**config.mk**
```make
export PLATFORM = sky130hd
export DESIGN_NAME = core_sequencer
export DESIGN_NICKNAME = d
export VERILOG_FILES = /design/src/rtl/core_seq_pkg.sv /design/src/rtl/mem_wait_timer.sv /design/src/rtl/core_sequencer.sv
export SDC_FILE = /design/constraint.sdc
export NUM_CORES = 1
export LEC_CHECK = 0
export ABC_AREA = 1
export CAP_MARGIN = 20
export CELL_PAD_IN_SITES_DETAIL_PLACEMENT = 1
export CELL_PAD_IN_SITES_GLOBAL_PLACEMENT = 1
export CORE_ASPECT_RATIO = 0.75
export CORE_MARGIN = 4
export CORE_UTILIZATION = 38
export CTS_BUF_LIST = sky130_fd_sc_hd__clkbuf_8 sky130_fd_sc_hd__clkbuf_16
export DETAILED_ROUTE_END_ITERATION = 10
export GPL_TIMING_DRIVEN = 0
export PLACE_DENSITY = 0.8
export SLEW_MARGIN = 20
export SYNTH_ARGS = -nofsm -noshare
export SYNTH_HDL_FRONTEND = slang
export SYNTH_SLANG_ARGS = --single-unit
```
**constraint.sdc**
```tcl
create_clock -name clk -period 2.3 [get_ports clk]
set_input_delay 0.575 -clock clk [delete_from_list [all_inputs] [get_ports clk]]
set_output_delay 0.575 -clock clk [all_outputs]
set_load 0.01 [all_outputs]
```
**src/rtl/core_seq_pkg.sv**
```systemverilog
// Shared types and constants for the multi-cycle core sequencer.
package core_seq_pkg;

    // Sequencer phases; HALT is absorbing until reset.
    typedef enum logic [2:0] {
        StIdle,
        StFetch,
        StDecode,
        StExec,
        StMem,
        StWb,
        StHalt
    } state_e;

    // Fault codes reported on the fault output.
    localparam logic [1:0] FAULT_NONE      = 2'b00;
    localparam logic [1:0] FAULT_ILLEGAL   = 2'b01;
    localparam logic [1:0] FAULT_IFETCH_TO = 2'b10;
    localparam logic [1:0] FAULT_DMEM_TO   = 2'b11;

    // Byte-enable masks.
    localparam logic [3:0] BE_WORD = 4'b1111;
    localparam logic [3:0] BE_HALF = 4'b0011;
    localparam logic [3:0] BE_BYTE = 4'b0001;

    // Data-phase byte enables: a store mask takes precedence over a load mask.
    function automatic logic [3:0] data_be(logic [3:0] r_enb, logic [3:0] w_enb);
        return (w_enb != 4'b0000) ? w_enb : r_enb;
    endfunction

endpackage

```
**src/rtl/mem_wait_timer.sv**
```systemverilog
// Counts consecutive no-ack cycles of a memory request and flags expiry.
module mem_wait_timer #(
    parameter int unsigned TIMEOUT = 16
) (
    input  logic clk,
    input  logic rst,
    input  logic clr,
    input  logic en,
    output logic expired
);

    localparam int unsigned   CW      = (TIMEOUT < 2) ? 1 : $clog2(TIMEOUT);
    localparam bit            ENABLED = (TIMEOUT != 0);
    localparam logic [CW-1:0] LAST    = CW'(TIMEOUT - 1);

    logic [CW-1:0] count_q;

    // Wait counter: cleared outside a request, bumped on each un-acked request cycle.
    always_ff @(posedge clk or posedge rst) begin
        if (rst) begin
            count_q <= '0;
        end else if (clr) begin
            count_q <= '0;
        end else if (en) begin
            count_q <= count_q + CW'(1);
        end
    end

    // Expiry is the cycle whose missing ack would take the count to TIMEOUT;
    // an ack in that cycle deasserts en, so the ack wins.
    assign expired = ENABLED && en && (count_q == LAST);

endmodule

```
**src/rtl/core_sequencer.sv**
```systemverilog
// Multi-cycle FETCH/DECODE/EXEC/MEM/WB sequencer driving a shared memory port.
module core_sequencer
    import core_seq_pkg::*;
#(
    parameter int unsigned CNT_W   = 32,
    parameter int unsigned TIMEOUT = 16
) (
    input  logic             clk,
    input  logic             rst,
    input  logic             run,
    input  logic [3:0]       mem_r_enb,
    input  logic [3:0]       mem_w_enb,
    input  logic             regs_w_enb,
    input  logic             invalid_op,
    input  logic             mem_ack,
    output logic             mem_req,
    output logic             mem_we,
    output logic [3:0]       mem_be,
    output logic             mem_addr_sel,
    output logic             ir_we,
    output logic             regs_we,
    output logic             pc_we,
    output logic             halted,
    output logic [1:0]       fault,
    output logic [CNT_W-1:0] retired
);

    state_e     state_q, state_d;
    logic [1:0] fault_d;

    // Decode inputs captured in DECODE so the data request stays stable.
    logic [3:0] r_mask_q;
    logic [3:0] w_mask_q;
    logic       regs_w_q;

    logic wait_active;
    logic wait_clr;
    logic wait_en;
    logic wait_expired;

    assign wait_active = (state_q == StFetch) || (state_q == StMem);
    assign wait_clr    = !wait_active;
    assign wait_en     = wait_active && !mem_ack;

    mem_wait_timer #(
        .TIMEOUT(TIMEOUT)
    ) u_wait_timer (
        .clk    (clk),
        .rst    (rst),
        .clr    (wait_clr),
        .en     (wait_en),
        .expired(wait_expired)
    );

    // Instruction-register capture follows the fetch ack directly.
    assign ir_we = (state_q == StFetch) && mem_ack;

    // Next-state and fault selection.
    always_comb begin
        state_d = state_q;
        fault_d = fault;
        case (state_q)
            StIdle: begin
                if (run) state_d = StFetch;
            end
            StFetch: begin
                if (mem_ack) begin
                    state_d = StDecode;
                end else if (wait_expired) begin
                    state_d = StHalt;
                    fault_d = FAULT_IFETCH_TO;
                end
            end
            StDecode: begin
                if (invalid_op) begin
                    state_d = StHalt;
                    fault_d = FAULT_ILLEGAL;
                end else begin
                    state_d = StExec;
                end
            end
            StExec: begin
                if ((r_mask_q != 4'b0000) || (w_mask_q != 4'b0000)) begin
                    state_d = StMem;
                end else begin
                    state_d = StWb;
                end
            end
            StMem: begin
                if (mem_ack) begin
                    state_d = StWb;
                end else if (wait_expired) begin
                    state_d = StHalt;
                    fault_d = FAULT_DMEM_TO;
                end
            end
            StWb: begin
                state_d = run ? StFetch : StIdle;
            end
            StHalt: begin
                state_d = StHalt;
            end
            default: begin
                state_d = StIdle;
            end
        endcase
    end

    // State, registered Moore strobes decoded from the next state, and counters.
    always_ff @(posedge clk or posedge rst) begin
        if (rst) begin
            state_q      <= StIdle;
            fault        <= FAULT_NONE;
            halted       <= 1'b0;
            mem_req      <= 1'b0;
            mem_we       <= 1'b0;
            mem_be       <= 4'b0000;
            mem_addr_sel <= 1'b0;
            regs_we      <= 1'b0;
            pc_we        <= 1'b0;
            retired      <= '0;
            r_mask_q     <= 4'b0000;
            w_mask_q     <= 4'b0000;
            regs_w_q     <= 1'b0;
        end else begin
            state_q      <= state_d;
            fault        <= fault_d;
            halted       <= (state_d == StHalt);
            mem_req      <= (state_d == StFetch) || (state_d == StMem);
            mem_we       <= (state_d == StMem) && (w_mask_q != 4'b0000);
            mem_addr_sel <= (state_d == StMem);
            regs_we      <= (state_d == StWb) && regs_w_q;
            pc_we        <= (state_d == StWb);

            if (state_d == StFetch) begin
                mem_be <= BE_WORD;
            end else if (state_d == StMem) begin
                mem_be <= data_be(r_mask_q, w_mask_q);
            end else begin
                mem_be <= 4'b0000;
            end

            if (state_q == StDecode) begin
                r_mask_q <= mem_r_enb;
                w_mask_q <= mem_w_enb;
                regs_w_q <= regs_w_enb;
            end

            // Retire count becomes visible the cycle after WB; wraps naturally.
            if (state_q == StWb) begin
                retired <= retired + CNT_W'(1);
            end
        end
    end

endmodule

```
==> summary.txt <==
Placed Cells incl. Taps: 556
CP Capture Point: ir_we
WL final: 8500 µm
Critical path's slowest cell: dfrtp_2
Layout cell share with drive strength beyond 1: 8.97%
Max-slew headroom: 67.2%
GPL Wtd Cong: 0.799
Pwr dens: 909 nW/µm²
Die ar.: 9590 µm²
Initial antenna violation count: 0
Largest stage delay, worst path: 450 ps
Largest net degree at the start of global routing: 48
Crit path DAT: 1480 ps
Die X: 112 µm
Status: finished, final reports clean
Core Rows: 28
CTS Buf Count: 9
MaxCap Viol Count: 0
Nets@finish: 479
Yosys warning count: 0
P&R area growth vs syn: 32.2%
Final max-slew violation count: 0
Mapped Cells: 392
Top cells by area, synth: dfrtp_1 49%, nand2_1 17%, nor2_1 6.1%
Crit path max-delay family: flip-flops
Crit path buf inv count: 1
Total global routing overflow: 0
Via density per instance: 4.80
Final hold violation count: 0
Stages on worst setup path: 4
CP Cell Sequence: nor2_1, nand2_1, nor2_1, dlygate4sd2_1
Clock slew at reported path FFs: 70 ps
CTS tree: yes
Most frequent cells in the layout: 141 x nand2_1, 58 x dfrtp_1, 56 x clkdlybuf4s50_1, 50 x nor2_1, 37 x inv_1
IO Pins: 59
Total Routing Usage GR: 18.9%
Most used cell, CP: nor2_1
Detailed-placement wirelength estimate: 6420 µm
Register area share after synthesis: 48.9%
Setup-failing EPs final: 0
#FFs+latches synth: 60
Worst setup margin: 250 ps
FF-to-FF End: retired[25]
CTS root buffer: clkbuf_8
Clk_skew: 8.02 ps
Clk Latency, worst-skew pair: 350 ps
Dominant cell type by area after synthesis: dfrtp_1
Commonest non-fill, non-tap cell in the layout: nand2_1
Die Ht: 85.8 µm
Worst setup EP type: output port
Lkg Pwr: 1.93 nW
Initial Utilization: 38.9%
First-pass GRT wire length: 14400 µm
Top cell type's share of synthesized area: 48.9%
Synthesized area: 3070 µm²
Drt drc: 0
WS Path Type: flip-flop to output port
Final period util: 89.1%
CP startpoint kind: flip-flop
R2r worst-path depth: 7
Cell variety after synth: 25
Finished Core Util: 51.5%
Crit path time final: 2050 ps
Via count: 2753
Tightest Hold Check Type: input port to asynchronous set/reset pin
Syn_nets: 408
ANT nets after route: 0
VDD IR max: 0.457 mV
Syn Area/Cell: 7.83 µm²
Core area: 7880 µm²
F_max: 488 MHz
N_diodes: 0
IO buf count: 58
Clock Tree Buf Depth: 2
R2r startpoint: retired[2]
Pre-CTS WS: -361 ps
Worst slew pin tran: 491 ps
Post-DR wirelength/cell: 14.8 µm
Worst EP required: 1730 ps
DRT iter0 DRCs: 107
Drt pass-1 iters: 4
CTS sink cnt: 60
CP max FO: 6
Cell Count, Final, Fillers Out: 573
Crit path launch: state_q[1]
Hold Slack: 504 ps
Number of global-route vias before repair: 2842
RSZ-0062 raised after global routing: false
CTS H-tree lvls: 3
FF-to-FF setup slack: 460 ps
final cells by class:
cell class                 count  area [µm²]
sequential                    60        1500
clock buffer                  11         151
timing repair buffer          60         613
buffer                         2        8.76
fill                         992        3820
clock inverter                 5        83.8
tap                          105         131
inverter                      44         173
multi-input combinational    286        1390
cell families (layout without fill, tap and decap cells):
kind of cell	count (synthesis)	count (layout)	synth area share (%)
DFF	60	60	48.9
xor gates and xnor gates	26	26	7.42
buffers and inverters	46	122	5.67
and+or+nand+nor	245	245	35.0
adders and majority gates	2	2	0.815
AOI/OAI and AO/OA	13	13	2.16
power by group:
part / switching [W] / internal (W)
Clock: 0.000449 / 0.000671
Sequential: 0.000160 / 0.00127
Combinational: 0.000692 / 0.000446
layer usage:
layer  GRT usage, %  up-vias  wire length (µm)
met2           30.0       58              3820
met1           26.3     1321              4240
met4           4.64        0                95
met5              0        -                 0
li1               -     1364                 -
met3           4.44       10               350
how the worst min path moves through the flow:
stage	to	slack, ps	depth (start not counted)
global route	retired[11]	520	2
global placement	fault[1]	470	2
detailed placement	regs_we	500	2
CTS	retired[11]	510	2
floorplan	regs_we	460	2
finish	retired[11]	500	2
flip-flops by register name, indices dropped and copies added (netlist names):
| register | count |
|---|---|
| retired | 32 |
| regs_w_q | 1 |
| mem_addr_sel | 1 |
| r_mask_q | 4 |
| w_mask_q | 4 |
| mem_we | 1 |
| state_q | 3 |
| fault | 2 |
| pc_we | 1 |
| halted | 1 |
| regs_we | 1 |
| mem_be | 4 |
| mem_req | 1 |
| u_wait_timer.count_q | 4 |
synthesized netlist by cell type:
master    count
o21ai_0       9
nor2_2        7
ha_1          2
a31oi_1       1
o21ai_1       1
a21oi_1       2
nor3_4        1
nor2_1       50
nor2_4        2
xnor2_1      15
inv_2         5
clkbuf_1      1
buf_2         1
nor3_1        2
or2_2         1
nand3_1      25
nand4_2       2
nand3b_4      1
dfrtp_1      60
inv_1        38
nand2_1     141
nand3b_1      6
clkinv_1      1
nand4_1       7
xor2_1       11
worst reg2reg max path: stages, from the launching register on:
cell     delay, ps
dfrtp_1        470
nand3_1        270
nor2_2         320
nand4_2        240
nor2_2         230
nand2_1         80
nor2_1          90
nor2_1          50
metrics by stage:
stage	power (W)	area [µm²]	setup TNS [ps]
final	0.00369	4060	0
after global routing	0.00393	4060	0
after CTS	0.00372	4060	0
after detailed placement	0.00257	3810	-501
after global placement	0.00250	3780	-55420
after floorplan	0.00210	3070	0
what timing repair did:
action                     CTS  global route
setup buffers                1             0
hold buffers                 0             0
gates resized for setup      6             0
setup endpoints to repair    1             0
Note: power is estimated with default switching activity, not from simulation.
